## config.mk

```make
export PLATFORM = sky130hd
export DESIGN_NAME = ldst_io_uart_tx
export DESIGN_NICKNAME = d
export VERILOG_FILES = /design/src/rtl/ldst_io_pkg.sv /design/src/rtl/ldst_sync_fifo.sv /design/src/rtl/ldst_io_uart_tx.sv
export SDC_FILE = /design/constraint.sdc
export NUM_CORES = 1
export LEC_CHECK = 0
export CAP_MARGIN = 0
export CORE_ASPECT_RATIO = 0.5
export CORE_MARGIN = 1
export CORE_UTILIZATION = 50
export DETAILED_ROUTE_END_ITERATION = 8
export PLACE_DENSITY = 0.75
export SLEW_MARGIN = 20
export SYNTH_ARGS = -nofsm -noshare
export SYNTH_HDL_FRONTEND = slang
export SYNTH_SLANG_ARGS = --single-unit
```

## constraint.sdc

```tcl
create_clock -name clock -period 4.3 [get_ports clock]
set_input_delay 1.29 -clock clock [delete_from_list [all_inputs] [get_ports clock]]
set_output_delay 1.29 -clock clock [all_outputs]
set_load 0.02 [all_outputs]
```

## src/rtl/ldst_io_pkg.sv

```systemverilog
// Shared definitions for the LDST IO-bus peripherals: transmitter state
// encoding, register offsets and STATUS bit positions.
package ldst_io_pkg;

    typedef logic [1:0] tx_state_t;

    localparam tx_state_t ST_IDLE  = 2'd0;
    localparam tx_state_t ST_START = 2'd1;
    localparam tx_state_t ST_DATA  = 2'd2;
    localparam tx_state_t ST_STOP  = 2'd3;

    // Register offsets from BASE_ADDRESS; REG_COUNT is the decoded window size.
    localparam logic [7:0] REG_TXDATA  = 8'd0;
    localparam logic [7:0] REG_STATUS  = 8'd1;
    localparam logic [7:0] REG_DIVISOR = 8'd2;
    localparam logic [7:0] REG_COUNT   = 8'd3;

    // STATUS bit positions.
    localparam int STATUS_EMPTY    = 0;
    localparam int STATUS_FULL     = 1;
    localparam int STATUS_BUSY     = 2;
    localparam int STATUS_OVERFLOW = 3;

    // Assemble the STATUS read word; unused upper bits read as zero.
    function automatic logic [7:0] status_word(input logic overflow,
                                               input logic busy,
                                               input logic full,
                                               input logic empty);
        logic [7:0] w;
        w                  = 8'h00;
        w[STATUS_OVERFLOW] = overflow;
        w[STATUS_BUSY]     = busy;
        w[STATUS_FULL]     = full;
        w[STATUS_EMPTY]    = empty;
        return w;
    endfunction

endpackage

```

## src/rtl/ldst_sync_fifo.sv

```systemverilog
// Small synchronous FIFO with read/write pointers and an occupancy count.
// A push is accepted when not full, or when full and a pop happens in the
// same cycle (the freed slot is reused). DEPTH must be a power of two >= 2.
module ldst_sync_fifo #(
    parameter int WIDTH = 8,
    parameter int DEPTH = 4
) (
    input  logic                       clock,
    input  logic                       reset_n,
    input  logic                       push,
    input  logic [WIDTH-1:0]           push_data,
    input  logic                       pop,
    output logic [WIDTH-1:0]           pop_data,
    output logic                       full,
    output logic                       empty,
    output logic [$clog2(DEPTH):0]     count
);
    import ldst_io_pkg::*;

    localparam int AW = $clog2(DEPTH);
    localparam logic [AW:0] DEPTH_COUNT = (AW+1)'(DEPTH);

    logic [WIDTH-1:0] mem_r [DEPTH];
    logic [AW-1:0]    wr_ptr_r;
    logic [AW-1:0]    rd_ptr_r;
    logic [AW:0]      count_r;
    logic             push_ok_s;
    logic             pop_ok_s;

    // Accept pops only with data present; accept pushes when space exists or a pop frees a slot.
    always_comb begin
        pop_ok_s  = pop && (count_r != {(AW+1){1'b0}});
        push_ok_s = push && ((count_r != DEPTH_COUNT) || pop_ok_s);
    end

    // Storage array; no reset needed since contents are only read behind the count.
    always_ff @(posedge clock) begin
        if (push_ok_s) begin
            mem_r[wr_ptr_r] <= push_data;
        end
    end

    // Pointer and occupancy bookkeeping; pointers wrap naturally at DEPTH.
    always_ff @(posedge clock) begin
        if (!reset_n) begin
            wr_ptr_r <= {AW{1'b0}};
            rd_ptr_r <= {AW{1'b0}};
            count_r  <= {(AW+1){1'b0}};
        end else begin
            if (push_ok_s) begin
                wr_ptr_r <= wr_ptr_r + AW'(1);
            end
            if (pop_ok_s) begin
                rd_ptr_r <= rd_ptr_r + AW'(1);
            end
            case ({push_ok_s, pop_ok_s})
                2'b10:   count_r <= count_r + (AW+1)'(1);
                2'b01:   count_r <= count_r - (AW+1)'(1);
                default: count_r <= count_r;
            endcase
        end
    end

    assign pop_data = mem_r[rd_ptr_r];
    assign full     = (count_r == DEPTH_COUNT);
    assign empty    = (count_r == {(AW+1){1'b0}});
    assign count    = count_r;

endmodule

```

## src/rtl/ldst_io_uart_tx.sv

```systemverilog
// IO-bus UART transmitter: bus writes to TXDATA are queued and sent as 8N1
// frames, LSB first, with a programmable bit period of divisor+1 clocks.
// STATUS and DIVISOR are readable combinationally over the same bus.
module ldst_io_uart_tx #(
    parameter logic [7:0] BASE_ADDRESS    = 8'h08,
    parameter int         FIFO_DEPTH      = 4,
    parameter logic [7:0] DEFAULT_DIVISOR = 8'd15
) (
    input  logic       clock,
    input  logic       reset_n,
    input  logic       clock_enable,
    input  logic [7:0] io_bus_address,
    input  logic [7:0] io_bus_data_out,
    input  logic       io_bus_out,
    input  logic       io_bus_in,
    output logic [7:0] io_read_data,
    output logic       uart_tx
);
    import ldst_io_pkg::*;

    localparam int CNT_W = $clog2(FIFO_DEPTH) + 1;
    localparam logic [CNT_W-1:0] FULL_COUNT = CNT_W'(FIFO_DEPTH);

    logic [7:0]       offset_s;
    logic             hit_s;
    logic             wr_en_s;
    logic             rd_en_s;
    logic             push_s;
    logic             overflow_clr_s;
    logic             divisor_wr_s;
    logic             overflow_set_s;
    logic             pop_s;
    logic             fifo_full_s;
    logic             fifo_empty_s;
    logic [CNT_W-1:0] fifo_count_s;
    logic [7:0]       fifo_data_s;
    logic             busy_s;
    logic             bit_end_s;

    tx_state_t        state_r;
    tx_state_t        state_nx_s;
    logic [7:0]       baud_r;
    logic [7:0]       baud_nx_s;
    logic [7:0]       shift_r;
    logic [7:0]       shift_nx_s;
    logic [2:0]       index_r;
    logic [2:0]       index_nx_s;
    logic             tx_r;
    logic             tx_nx_s;
    logic [7:0]       divisor_r;
    logic             overflow_r;

    ldst_sync_fifo #(
        .WIDTH (8),
        .DEPTH (FIFO_DEPTH)
    ) u_fifo (
        .clock     (clock),
        .reset_n   (reset_n),
        .push      (push_s),
        .push_data (io_bus_data_out),
        .pop       (pop_s),
        .pop_data  (fifo_data_s),
        .full      (fifo_full_s),
        .empty     (fifo_empty_s),
        .count     (fifo_count_s)
    );

    // Address decode; the offset subtraction also handles a window wrapping past 8'hFF.
    always_comb begin
        offset_s       = io_bus_address - BASE_ADDRESS;
        hit_s          = (offset_s < REG_COUNT);
        wr_en_s        = clock_enable & io_bus_out & hit_s;
        rd_en_s        = io_bus_in & hit_s;
        push_s         = wr_en_s & (offset_s == REG_TXDATA);
        overflow_clr_s = wr_en_s & (offset_s == REG_STATUS) & io_bus_data_out[STATUS_OVERFLOW];
        divisor_wr_s   = wr_en_s & (offset_s == REG_DIVISOR);
        overflow_set_s = push_s & (fifo_count_s == FULL_COUNT) & ~pop_s;
        busy_s         = (state_r != ST_IDLE);
    end

    // Combinational read mux; zero whenever this block is not being read.
    always_comb begin
        io_read_data = 8'h00;
        if (rd_en_s) begin
            case (offset_s)
                REG_STATUS:  io_read_data = status_word(overflow_r, busy_s, fifo_full_s, fifo_empty_s);
                REG_DIVISOR: io_read_data = divisor_r;
                default:     io_read_data = 8'h00;
            endcase
        end else begin
            io_read_data = 8'h00;
        end
    end

    // Divisor and sticky overflow registers.
    always_ff @(posedge clock) begin
        if (!reset_n) begin
            divisor_r  <= DEFAULT_DIVISOR;
            overflow_r <= 1'b0;
        end else begin
            if (divisor_wr_s) begin
                divisor_r <= io_bus_data_out;
            end
            if (overflow_set_s) begin
                overflow_r <= 1'b1;
            end else if (overflow_clr_s) begin
                overflow_r <= 1'b0;
            end
        end
    end

    // Transmit sequencing; the line level is computed for the next state so uart_tx stays registered.
    always_comb begin
        state_nx_s = state_r;
        baud_nx_s  = baud_r;
        shift_nx_s = shift_r;
        index_nx_s = index_r;
        tx_nx_s    = tx_r;
        pop_s      = 1'b0;
        bit_end_s  = (baud_r == 8'd0);
        case (state_r)
            ST_IDLE: begin
                if (!fifo_empty_s) begin
                    pop_s      = 1'b1;
                    shift_nx_s = fifo_data_s;
                    baud_nx_s  = divisor_r;
                    state_nx_s = ST_START;
                    tx_nx_s    = 1'b0;
                end else begin
                    tx_nx_s    = 1'b1;
                end
            end
            ST_START: begin
                if (bit_end_s) begin
                    state_nx_s = ST_DATA;
                    index_nx_s = 3'd0;
                    baud_nx_s  = divisor_r;
                    tx_nx_s    = shift_r[0];
                end else begin
                    baud_nx_s  = baud_r - 8'd1;
                end
            end
            ST_DATA: begin
                if (bit_end_s) begin
                    baud_nx_s = divisor_r;
                    if (index_r == 3'd7) begin
                        state_nx_s = ST_STOP;
                        tx_nx_s    = 1'b1;
                    end else begin
                        shift_nx_s = {1'b0, shift_r[7:1]};
                        index_nx_s = index_r + 3'd1;
                        tx_nx_s    = shift_r[1];
                    end
                end else begin
                    baud_nx_s = baud_r - 8'd1;
                end
            end
            ST_STOP: begin
                if (bit_end_s) begin
                    state_nx_s = ST_IDLE;
                    tx_nx_s    = 1'b1;
                end else begin
                    baud_nx_s  = baud_r - 8'd1;
                end
            end
            default: begin
                state_nx_s = ST_IDLE;
                tx_nx_s    = 1'b1;
            end
        endcase
    end

    // Transmitter state registers; reset drops any frame in progress and idles the line high.
    always_ff @(posedge clock) begin
        if (!reset_n) begin
            state_r <= ST_IDLE;
            baud_r  <= 8'd0;
            shift_r <= 8'd0;
            index_r <= 3'd0;
            tx_r    <= 1'b1;
        end else begin
            state_r <= state_nx_s;
            baud_r  <= baud_nx_s;
            shift_r <= shift_nx_s;
            index_r <= index_nx_s;
            tx_r    <= tx_nx_s;
        end
    end

    assign uart_tx = tx_r;

endmodule

```

==> metrics.txt <==
#FFs+latches synth 72; Peak supply drop 0.259 mV; I/O Pins 30; number of DRC markers in iteration 0 around 180; largest net degree at the start of global routing 23; area of the mapped netlist between 0.003 and 0.004 mm2; Worst Tran Pin Value between 800 and 900 ps; Critical Path Source Type input pin; worst-case clock buffer depth 2; share of the yosys chip area belonging to registers around 50%; final-layout fill cell count 516; Synthesis Warnings 0; router iterations before antenna repair 4; most common cell in the netlist dfxtp_1; initial antenna violation count 0; WP buf/inv 2; total power 2.03 mW; ratio of cells with drive above 1 in the final layout about 17%; Placer Congestion between 0.8 and 0.9; ys flop type dfxtp_1; final setup vio count 0; clock latency on the worst-skew pair 330 ps; antenna fix cells 0; Final Util 63.1%; drt via density about 6; clock transition at the registers of the reported paths about 60 ps; Static Leak between 1 and 1.5 nW; placed wire-length estimate 5.40 mm; CTS tree built; fin. max-slew vios 0; synthesized area per cell approximately 11 um2; placement row count 21; CP cell instances clkdlybuf4s50_1, nor3_1, o31a_1, nor2b_4, and3_4, and3_4, buf_6; global route overflow 0; first-pass GRT wire length roughly 12 mm; Detail Route Antenna Nets 0; via count ~2.6k; Slew headroom 42.5%; unrepaired setup endpoints after global routing no; FMAX 244 MHz; placed insts roughly 430; clock skew 5.97 ps; total CTS buffers 9; minimum clock period approximately 4100 ps; I/O Buffers 29; Crit path max-delay family buffers and inverters; fin crit share 95.4%; die area around 0.0073 mm2; max cap viols 0; wire length per cell 17.0 um; DRT Wirelength ~7.7 mm; Core Area between 0.006 and 0.007 mm2; Data arrival, critical path around 2800 ps; asr flop ratio synth 0%; Yosys top cell area share between 20 and 30%; Commonest cells post-synth 40 x dfxtp_1, 32 x edfxtp_1, 30 x nor2_1; Cell variety after synth 52; drc violations 0; NumNets Final a little under 400; Area growth syn-to-layout 21.9%; CP max stage delay roughly 540 ps; Crit-path slowest cell clkdlybuf4s50_1; Total Routing Usage GR between 20% and 30%; top post-synthesis cells by area edfxtp_1 28%, dfxtp_1 23%, mux4_2 5.2%; die height 60.9 um; cell mode on critical path and3_4; Synth Instances ~320; CP endpoint kind primary output; Setup TNS Final 0 ps; Yosys top cell by area edfxtp_1; final hold violations 0; CP required roughly 3000 ps; starting density of the core between 50% and 60%; Power Density 479 mW/mm2; Die Wd between 100 and 150 um; via count of the first global-routing pass approximately 2.5k; Worst Hold Class reg2reg; CTS Sinks 72; syn_nets 351; Non-Filler Instances between 400 and 500; Root Buffer clkbuf_16; type of the worst setup path in2out; run status finished clean; Max FO, Critical Path 4; Post-synth EDFFs 32; H-tree Lvls 3
==> layer usage <==
| metal | track usage (%) | part of all wire (%) | vias to the layer above |
|---|---|---|---|
| li1 | - | - | 1247 |
| met1 | 29.7 | 47 | 1285 |
| met2 | 36.6 | 46 | 79 |
| met3 | 7.99 | 6.0 | 12 |
| met4 | 6.79 | 1.1 | 0 |
| met5 | 0 | 0 | - |
==> worst register-to-register path, delay by kind of cell (launching register included) <==
family / cells / cell delay, ps
AOI/OAI and AO/OA: 1 / 140
and+or+nand+nor: 2 / 810
buffers and inverters: 3 / 460
DFF: 1 / 320
xor gates and xnor gates: 1 / 160
adders and majority gates: 3 / 1100
==> stage by stage <==
step | hold WS, ps | cell area (um2) | setup WS [ps]
finish | 464 | 4230 | 197
global route | 493 | 4230 | 126
detailed placement | 461 | 3890 | -486
CTS | 470 | 4180 | 2.03
floorplan | 436 | 3470 | 576
global placement | 443 | 3890 | -407
==> cell type report <==
class	instances	area (um2)	share of cell area, %
clock buffer	14	279	6.60
clock inverter	2	35.0	0.828
inverter	17	63.8	1.51
multi-input combinational	215	1630	38.6
sequential	72	1760	41.6
tap	92	115	2.72
timing repair buffer	38	344	8.13
==> flip-flops by register name, summed over array words and instances (netlist names), named ones only <==
| register | flops |
|---|---|
| u_fifo.mem_r | 32 |
| baud_r | 8 |
| divisor_r | 8 |
| shift_r | 8 |
| index_r | 3 |
| u_fifo.count | 3 |
| state_r | 2 |
| u_fifo.rd_ptr_r | 2 |
| u_fifo.wr_ptr_r | 2 |
| overflow_r | 1 |
| uart_tx | 1 |
==> what timing repair did <==
action / CTS / global route
buffers inserted: 0 / 1
gates resized for setup: 36 / 13
pin swaps: 1 / 1
endpoints found under the setup margin: 8 / 7
hold buffers: 0 / 0
==> power breakdown <==
group	switching [mW]	internal, mW	leakage (nW)
sequential	0.0346	0.757	0.611
combinational	0.278	0.181	0.727
clock	0.271	0.506	0.155
total	0.583	1.44	1.49
==> kinds of logic after synthesis <==
group,after synthesis,share of synthesized area [%]
DFF,72,50.8
and+or+nand+nor,100,15.5
xor gates and xnor gates,5,1.26
buffers and inverters,29,3.24
muxes,24,9.84
AOI/OAI and AO/OA,72,14.2
adders and majority gates,14,5.26
==> worst paths after layout <==
| check | slack [ps] | cells past startpoint | endpoint | startpoint |
|---|---|---|---|---|
| setup / recovery | 200 | 7 | io_read_data[4] | io_bus_address[6] |
| hold / removal | 460 | 2 | index_r[1]$_SDFFE_PN0P_ | index_r[1]$_SDFFE_PN0P_ |
| setup reg to reg | 1220 | 10 | u_fifo.count[2]$_SDFFE_PN0P_ | state_r[0]$_SDFFE_PN0P_ |
| hold reg to reg | 460 | 2 | index_r[1]$_SDFFE_PN0P_ | index_r[1]$_SDFFE_PN0P_ |
==> placed cells by master, fill, tap and decap left out, types with 5 or more instances in the layout <==
master,n
dfxtp_1,40
edfxtp_1,32
nor2_1,30
a21oi_1,20
clkdlybuf4s50_1,19
nand2_1,18
inv_1,17
o21ai_0,17
mux2i_1,15
ha_1,12
clkbuf_16,10
buf_4,10
nor3_1,9
mux4_2,8
a22oi_1,5
nand4_1,5
and2_1,5
(Power assumes the default switching activity.)
